<file path="config.mk">
export PLATFORM = sky130hd
export DESIGN_NAME = pipe_hazard_ctrl
export DESIGN_NICKNAME = d
export VERILOG_FILES = /design/src/rtl/pipe_hazard_ctrl.sv
export SDC_FILE = /design/constraint.sdc
export NUM_CORES = 1
export LEC_CHECK = 0
export CAP_MARGIN = 20
export CORE_MARGIN = 5
export CORE_UTILIZATION = 45
export DETAILED_ROUTE_END_ITERATION = 6
export PLACE_DENSITY = 0.75
export SLEW_MARGIN = 25
export SYNTH_ARGS = -nofsm -noshare
export SYNTH_HDL_FRONTEND = slang
export SYNTH_SLANG_ARGS = --single-unit
</file>
<file path="constraint.sdc">
create_clock -name clk -period 4.3 [get_ports clk]
set_input_delay 0.645 -clock clk [delete_from_list [all_inputs] [get_ports clk]]
set_output_delay 0.645 -clock clk [all_outputs]
set_load 0.005 [all_outputs]
</file>
<file path="src/rtl/pipe_hazard_ctrl.sv">
// pipe_hazard_ctrl: pipeline sequencer for the IF/ID, ID/EXE and EXE/MEM registers.
// Produces PC/stage write enables and flush strobes from load-use hazards, taken
// branches, the multi-cycle divider, cache misses and MEM-stage exceptions, and
// counts cycles in which the PC was held.
module pipe_hazard_ctrl #(
  parameter int DIV_LAT_MAX = 36,
  parameter int CNT_W       = 32
) (
  input  logic             clk,
  input  logic             rst,
  input  logic             EXE_MemRead,
  input  logic [4:0]       EXE_rt,
  input  logic [4:0]       ID_rs,
  input  logic [4:0]       ID_rt,
  input  logic             EXE_BranchTaken,
  input  logic             EXE_DivStart,
  input  logic             Div_Done,
  input  logic             ICache_Busy,
  input  logic             DCache_Busy,
  input  logic             Exc_Valid,
  output logic             PC_Wr,
  output logic             ID_Wr,
  output logic             ID_Flush,
  output logic             EXE_Wr,
  output logic             EXE_Flush,
  output logic             MEM_Flush,
  output logic             Div_Timeout,
  output logic [CNT_W-1:0] Stall_Cnt
);

  // Divider wait counter only has to reach DIV_LAT_MAX-1.
  localparam int DCW = $clog2(DIV_LAT_MAX);
  localparam logic [DCW-1:0] DIV_LAST = DCW'(DIV_LAT_MAX - 1);

  typedef enum logic [0:0] {
    ST_RUN      = 1'b0,
    ST_DIV_WAIT = 1'b1
  } state_t;

  state_t           state_reg, state_next;
  logic [DCW-1:0]   div_cnt_reg, div_cnt_next;
  logic             done_pend_reg, done_pend_next;
  logic [CNT_W-1:0] stall_cnt_reg;

  logic cache_busy;
  logic load_use_hit;
  logic div_finished;
  logic div_expired;

  // Register zero is never a real dependency, so a load to r0 never stalls.
  assign cache_busy   = ICache_Busy | DCache_Busy;
  assign load_use_hit = EXE_MemRead && (EXE_rt != 5'd0) &&
                        ((EXE_rt == ID_rs) || (EXE_rt == ID_rt));
  // A done pulse that arrived while frozen is remembered in done_pend.
  assign div_finished = Div_Done | done_pend_reg;
  assign div_expired  = (div_cnt_reg == DIV_LAST);

  // State, divider wait counter and pending-done flag.
  always_ff @(posedge clk) begin
    state_reg     <= state_next;
    div_cnt_reg   <= div_cnt_next;
    done_pend_reg <= done_pend_next;
  end

  // Next-state and strobe decode, resolved strictly in priority order.
  always_comb begin
    PC_Wr          = 1'b1;
    ID_Wr          = 1'b1;
    EXE_Wr         = 1'b1;
    ID_Flush       = 1'b0;
    EXE_Flush      = 1'b0;
    MEM_Flush      = 1'b0;
    Div_Timeout    = 1'b0;
    state_next     = state_reg;
    div_cnt_next   = div_cnt_reg;
    done_pend_next = done_pend_reg;

    if (rst) begin
      // Hold every stage and keep all pipeline registers cleared.
      PC_Wr          = 1'b0;
      ID_Wr          = 1'b0;
      EXE_Wr         = 1'b0;
      ID_Flush       = 1'b1;
      EXE_Flush      = 1'b1;
      MEM_Flush      = 1'b1;
      state_next     = ST_RUN;
      div_cnt_next   = '0;
      done_pend_next = 1'b0;
    end else if (Exc_Valid) begin
      // PC loads the exception vector; everything younger than MEM is killed.
      PC_Wr          = 1'b1;
      ID_Wr          = 1'b0;
      ID_Flush       = 1'b1;
      EXE_Flush      = 1'b1;
      MEM_Flush      = 1'b1;
      state_next     = ST_RUN;
      div_cnt_next   = '0;
      done_pend_next = 1'b0;
    end else if (cache_busy) begin
      // Full freeze: nothing moves, the divider timeout does not run either.
      PC_Wr  = 1'b0;
      ID_Wr  = 1'b0;
      EXE_Wr = 1'b0;
      if (Div_Done) begin
        done_pend_next = 1'b1;
      end
    end else if (state_reg == ST_DIV_WAIT) begin
      if (div_finished) begin
        // Divider result is ready: release the pipeline this cycle.
        state_next     = ST_RUN;
        div_cnt_next   = '0;
        done_pend_next = 1'b0;
      end else if (div_expired) begin
        // Give up on the divider and let the pipeline continue.
        Div_Timeout    = 1'b1;
        state_next     = ST_RUN;
        div_cnt_next   = '0;
        done_pend_next = 1'b0;
      end else begin
        // Hold front end; the divide stays in EXE and bubbles go to MEM.
        PC_Wr        = 1'b0;
        ID_Wr        = 1'b0;
        EXE_Wr       = 1'b0;
        MEM_Flush    = 1'b1;
        div_cnt_next = div_cnt_reg + DCW'(1);
      end
    end else begin
      if (EXE_DivStart) begin
        // Divide issue cycle advances normally; the wait starts next cycle.
        state_next     = ST_DIV_WAIT;
        div_cnt_next   = '0;
        done_pend_next = 1'b0;
      end else if (EXE_BranchTaken) begin
        // Redirect PC and squash the wrong-path fetch in IF/ID.
        ID_Wr    = 1'b0;
        ID_Flush = 1'b1;
      end else if (load_use_hit) begin
        // Hold IF/ID one cycle and insert a bubble behind the load.
        PC_Wr     = 1'b0;
        ID_Wr     = 1'b0;
        EXE_Flush = 1'b1;
      end
    end
  end

  // Saturating count of cycles in which the PC was held.
  always_ff @(posedge clk) begin
    if (rst) begin
      stall_cnt_reg <= '0;
    end else if (!PC_Wr && (stall_cnt_reg != {CNT_W{1'b1}})) begin
      stall_cnt_reg <= stall_cnt_reg + CNT_W'(1);
    end
  end

  assign Stall_Cnt = stall_cnt_reg;

endmodule

</file>
After elaboration in Yosys (flattened, before gate mapping)
Index checks and enable logic that the tools add are counted.
{"block": "classes", "n_addsub": 2, "n_bitwise": 3, "reduce_logical": 11, "n_mux": 55, "eq_ne": 6}
{"operator": "$mux 1", "count": 51}
{"operator": "$add 32x1->32 const B", "count": 1}
{"operator": "$ne 32x32->1 const B", "count": 1}
{"operator": "$mux 6", "count": 4}
{"operator": "$eq 5x5->1", "count": 2}
{"operator": "$add 6x1->6 const B", "count": 1}
{"operator": "$eq 6x6->1 const B", "count": 1}
{"operator": "$reduce_bool 5->1", "count": 1}
{"operator": "$ne 4x1->1 const B", "count": 1}
{"operator": "$logic_and 1x1->1", "count": 3}
{"operator": "$reduce_and 3->1", "count": 1}
{"operator": "$reduce_bool 3->1", "count": 1}
{"operator": "$ne 2x2->1 const B", "count": 1}
{"operator": "$or 1x1->1", "count": 2}
{"operator": "$reduce_and 2->1", "count": 1}
{"operator": "$reduce_bool 2->1", "count": 1}
{"operator": "$reduce_or 2->1", "count": 1}
{"operator": "$logic_not 1->1", "count": 1}
{"operator": "$logic_or 1x1->1", "count": 1}
{"operator": "$not 1->1", "count": 1}
{"block": "totals", "output_inout_bits": 39, "wordCells": 81, "reg_bits": 40, "input_bits": 24}

Longest topological paths before layout
{"block": "logic_depth", "word_depth": 12, "mapped_depth": 8}

Least setup slack after synthesis
Ideal clock, no wire load.
{"block": "synth_path", "path_kind": "input port to output port", "startpoint": "input EXE_rt[1]", "endpoint": "output PC_Wr", "slack_ps": 1599, "path_stages": 6, "t_arrival_ps": 2056, "path_cell_list": "or4_1 -> o21ai_2 -> nor4b_2 -> a221oi_4 -> buf_6 -> buf_6"}
{"block": "synth_via", "elab_chain_len": 10, "word_cells_on_any_way": 13, "classes_between": "2 x eq/ne; 7 x mux; 4 x reduce/logical"}
{"item": "start, declared", "line_no": "12", "text": "input logic [4:0] EXE_rt,"}
{"item": "$eq 5x5->1 or $reduce_bool 5->1 (tied branches)", "line_no": "53, 52"}
{"item": "$logic_or 1x1->1 or $logic_and 1x1->1 (tied branches)", "line_no": "53, 52"}
{"item": "$logic_and 1x1->1 (*)", "line_no": "52", "text": "assign load_use_hit = EXE_MemRead && (EXE_rt != 5'd0) &&"}
{"item": "$mux 1 (*)", "line_no": "137", "text": "end else if (load_use_hit) begin"}
{"item": "$mux 1 (*)", "line_no": "133", "text": "end else if (EXE_BranchTaken) begin"}
{"item": "$mux 1 (*)", "line_no": "128", "text": "if (EXE_DivStart) begin"}
{"item": "$mux 1 (*)", "line_no": "107", "text": "end else if (state_reg == ST_DIV_WAIT) begin"}
{"item": "$mux 1 (*)", "line_no": "99", "text": "end else if (cache_busy) begin"}
{"item": "$mux 1 (*)", "line_no": "89", "text": "end else if (Exc_Valid) begin"}
{"item": "$mux 1 (*)", "line_no": "78", "text": "if (rst) begin"}
{"item": "end, declared", "line_no": "21", "text": "output logic PC_Wr,"}
Every way passes the cells marked *; elsewhere a longest branch is shown, timed or not.

Final worst setup path
Ends and elaborated chain as after synthesis.

==> results.rst <==
.. list-table::
   :header-rows: 1

   * - Metric
     - Value
   * - Hold_buf cts
     - 0
   * - DR pass1 iterations
     - 4
   * - Width of the chip
     - 82.3 um
   * - Maximum number of pins on one net before global-route repair
     - 61
   * - Ant. Diodes
     - 0
   * - Area of all placed cells without fillers
     - 3140 um2
   * - Buffers added on ports
     - 62
   * - GR met3 Demand/Resource
     - 4.66%
   * - Number of nets in the layout
     - 359
   * - VDD IR-drop max
     - 0.209 mV
   * - Number of buffer and inverter stages on the critical path
     - 2
   * - Detailed-route wire length
     - 5.91 mm
   * - Clk sink count
     - 40
   * - Met2 track demand over resource in global routing
     - 30.8%
   * - Area of the mapped netlist
     - 2350 um2
   * - Arrival time reported for the critical path endpoint
     - 2850 ps
   * - First DRT Iteration DRCs
     - 128
   * - Global-route wire length before repair
     - 10.1 mm
   * - Worst EP required
     - 3650 ps
   * - Most used cell, CP
     - clkdlybuf4s50_1
   * - Status
     - completed
   * - Library cell contributing the largest single delay on the critical path
     - clkdlybuf4s50_1
   * - Layout cell share with drive strength beyond 1
     - 8.38%
   * - Final setup violation count
     - 0
   * - Area after detailed placement
     - 2990 um2
   * - Antenna viol nets, final
     - 0
   * - Area enclosed by the die boundary
     - 6770 um2
   * - Post-synthesis area per instance
     - 8.52 um2
   * - Number of standard-cell rows in the floorplan
     - 26
   * - GRT Residual Overflow
     - 0
   * - Total Routing Usage GR
     - 18.7%
   * - Number of buffers inserted to repair setup after CTS
     - 0
   * - Warnings from Yosys
     - 0
   * - CP delay by family, top
     - buffers and inverters
   * - Longest individual stage delay on the worst path
     - 580 ps
   * - Vias post-DR
     - 2,300
   * - Post_cts resized
     - 0
   * - Cell at the root of the clock tree
     - clkbuf_8
   * - Setup repair after global routing missed its margin
     - false
   * - Number of hold-slack violations in the final timing report
     - 0
   * - Cell taking the most area after synthesis
     - dfxtp_1
   * - Initial core utilization
     - 46.0%
   * - Final routed wire length divided by cell count
     - 14.6 um
   * - Skew-Pair Late Insertion Delay
     - 300 ps
   * - Post-detailed-route DRC marker count
     - 0
   * - RD Place Congestion
     - 0.771
   * - Area growth from synthesis to layout
     - 33.7%
   * - Worst min-delay path class
     - reg -> reg
   * - Transition time at the pin with the least slew margin
     - 598 ps
   * - Fmax
     - 0.286 GHz
   * - Maximum fanout along the worst path
     - 3
   * - CP Capture Type
     - primary output
   * - CTS Buffer Depth
     - 2
   * - Synth top area cells
     - dfxtp_1, a21oi_1, o31ai_1, or4_1, xnor2_1
   * - Syn Inst Count
     - 276
   * - Prevailing post-synth register cell
     - dfxtp_1
   * - Deepest level of the CTS H-tree
     - 2
   * - Number of maximum-capacitance constraint violations
     - 0
   * - Proportion of register bits with asynchronous set or reset after synthesis
     - 0%
   * - Worst clock skew
     - 7.02 ps
   * - TritonCTS buffer count
     - 5
   * - Die extent in y
     - 82.3 um
   * - GRT busiest layer
     - met2
   * - Worst Path Class, Setup
     - in -> out
   * - Vias in the first global route
     - 2,197
   * - Kind of start point of the critical path
     - input port
   * - Total half-perimeter wirelength after legalization and detailed placement
     - 4.17 mm
   * - Number of synthesized flops with an enable pin
     - 0
   * - Final TNS setup
     - 0 ps
   * - Final worst path period need
     - 3490 ps
   * - Floorplan core area
     - 5110 um2
   * - Number of synthesized register bits
     - 40
   * - Cell with the most instances after synthesis
     - dfxtp_1
   * - Synth unique cells
     - 44
   * - Reg clk slew, reported paths
     - 70 ps
   * - Top cell type's share of synthesized area
     - 34.1%
   * - Static Leakage
     - 1.02 nW
   * - Fraction of the yosys area taken by sequential cells
     - 34.1%
   * - Flip-flop count of the largest register, all copies and words added
     - 32
   * - Antenna violations before repair
     - 0
   * - List of cells traversed by the critical path
     - clkdlybuf4s50_1, or4_1, o21ai_2, nor4b_2, a221oi_4, clkdlybuf4s50_1
   * - Commonest cells in the synthesized netlist
     - dfxtp_1, a21oi_1, nand3_1, nor2_1, o21ai_1
   * - Power Density
     - 283 nW/um2
   * - Post-route fraction of the period consumed by the critical path
     - 81.3%
   * - Via count normalized by instance count
     - 5.69
   * - Number of top-level pins
     - 63
   * - CTS tree
     - yes
   * - Relative slew slack
     - 59.7%
   * - Met1 Use GR
     - 23.8%
   * - Number of pins exceeding their max-slew limit in the final report
     - 0
   * - Synth Net Count
     - 302
==> cell families after synthesis <==
| logic type | after synthesis | share of synthesized area, % |
|---|---|---|
| AND/OR/NAND/NOR | 127 | 33.0 |
| AO/OA/AOI/OAI | 73 | 20.0 |
| flip-flops | 40 | 34.1 |
| buffers and inverters | 17 | 4.79 |
| XOR/XNOR | 14 | 5.22 |
| multiplexers | 3 | 1.92 |
| adder cells (fa/ha/maj) | 2 | 1.06 |
==> worst min-delay path: cells and delay by family, from the launching register on <==
family         cells  cell delay, ps
AO/OA/AOI/OAI      2             130
flip-flops         1             330
==> cell type report <==
cell class / count / area, um2
clock inverters: 3 / 90.1
fillers: 473 / 1960
well taps: 70 / 87.6
multi-input cells: 219 / 1450
flip-flops and latches: 40 / 801
clock buffers: 5 / 68.8
repair buffers: 65 / 643
inverters: 2 / 7.51
==> placed cells by master (no fill, tap or decap), types with 8 or more instances in the layout <==
master,Yosys,layout
clkdlybuf4s50_1,0,62
dfxtp_1,40,40
a21oi_1,27,27
nand3_1,19,19
nor2_1,18,18
o21ai_1,15,15
or4_1,14,14
or3_1,14,14
o31ai_1,14,14
nand4_1,13,13
nand2_1,12,12
xnor2_1,11,11
and4_1,8,8
==> per-layer routing <==
layer  vias up  wire length [um]
met2        63              2750
li1       1173                 -
met4         0                70
met3         6               418
met1      1058              2670
met5         -                 0
==> final timing paths <==
kind,from,to,slack (ps),cells after the start
worst max-delay path,EXE_rt[1],PC_Wr,810,6
worst min-delay path,Stall_Cnt[12],Stall_Cnt[12],510,2
worst max register to register,div_cnt_reg[0],Stall_Cnt[21],1730,7
worst min register to register,Stall_Cnt[12],Stall_Cnt[12],510,2
==> report_power, final <==
part           switching (mW)  internal, mW  total [mW]  leakage, nW
logic                  0.0426        0.0449      0.0875        0.620
registers             0.00424         0.373       0.377        0.323
clock network           0.136         0.290       0.427       0.0784
total                   0.183         0.708       0.891         1.02
==> stage by stage <==
stage / power [mW] / instances / worst slack, ps / hold slack (ps) / util [%]
3_5_place_dp: 0.473 / 396 / 797 / 494 / 58.5
6_report: 0.891 / 404 / 806 / 507 / 61.6
5_1_grt: 0.923 / 404 / 720 / 542 / 61.6
3_3_place_gp: 0.472 / 396 / 801 / 482 / 58.5
2_1_floorplan: 0.434 / 276 / 1600 / 459 / -
4_1_cts: 0.901 / 404 / 784 / 508 / 61.6
Note: power is estimated with default switching activity, not from simulation.
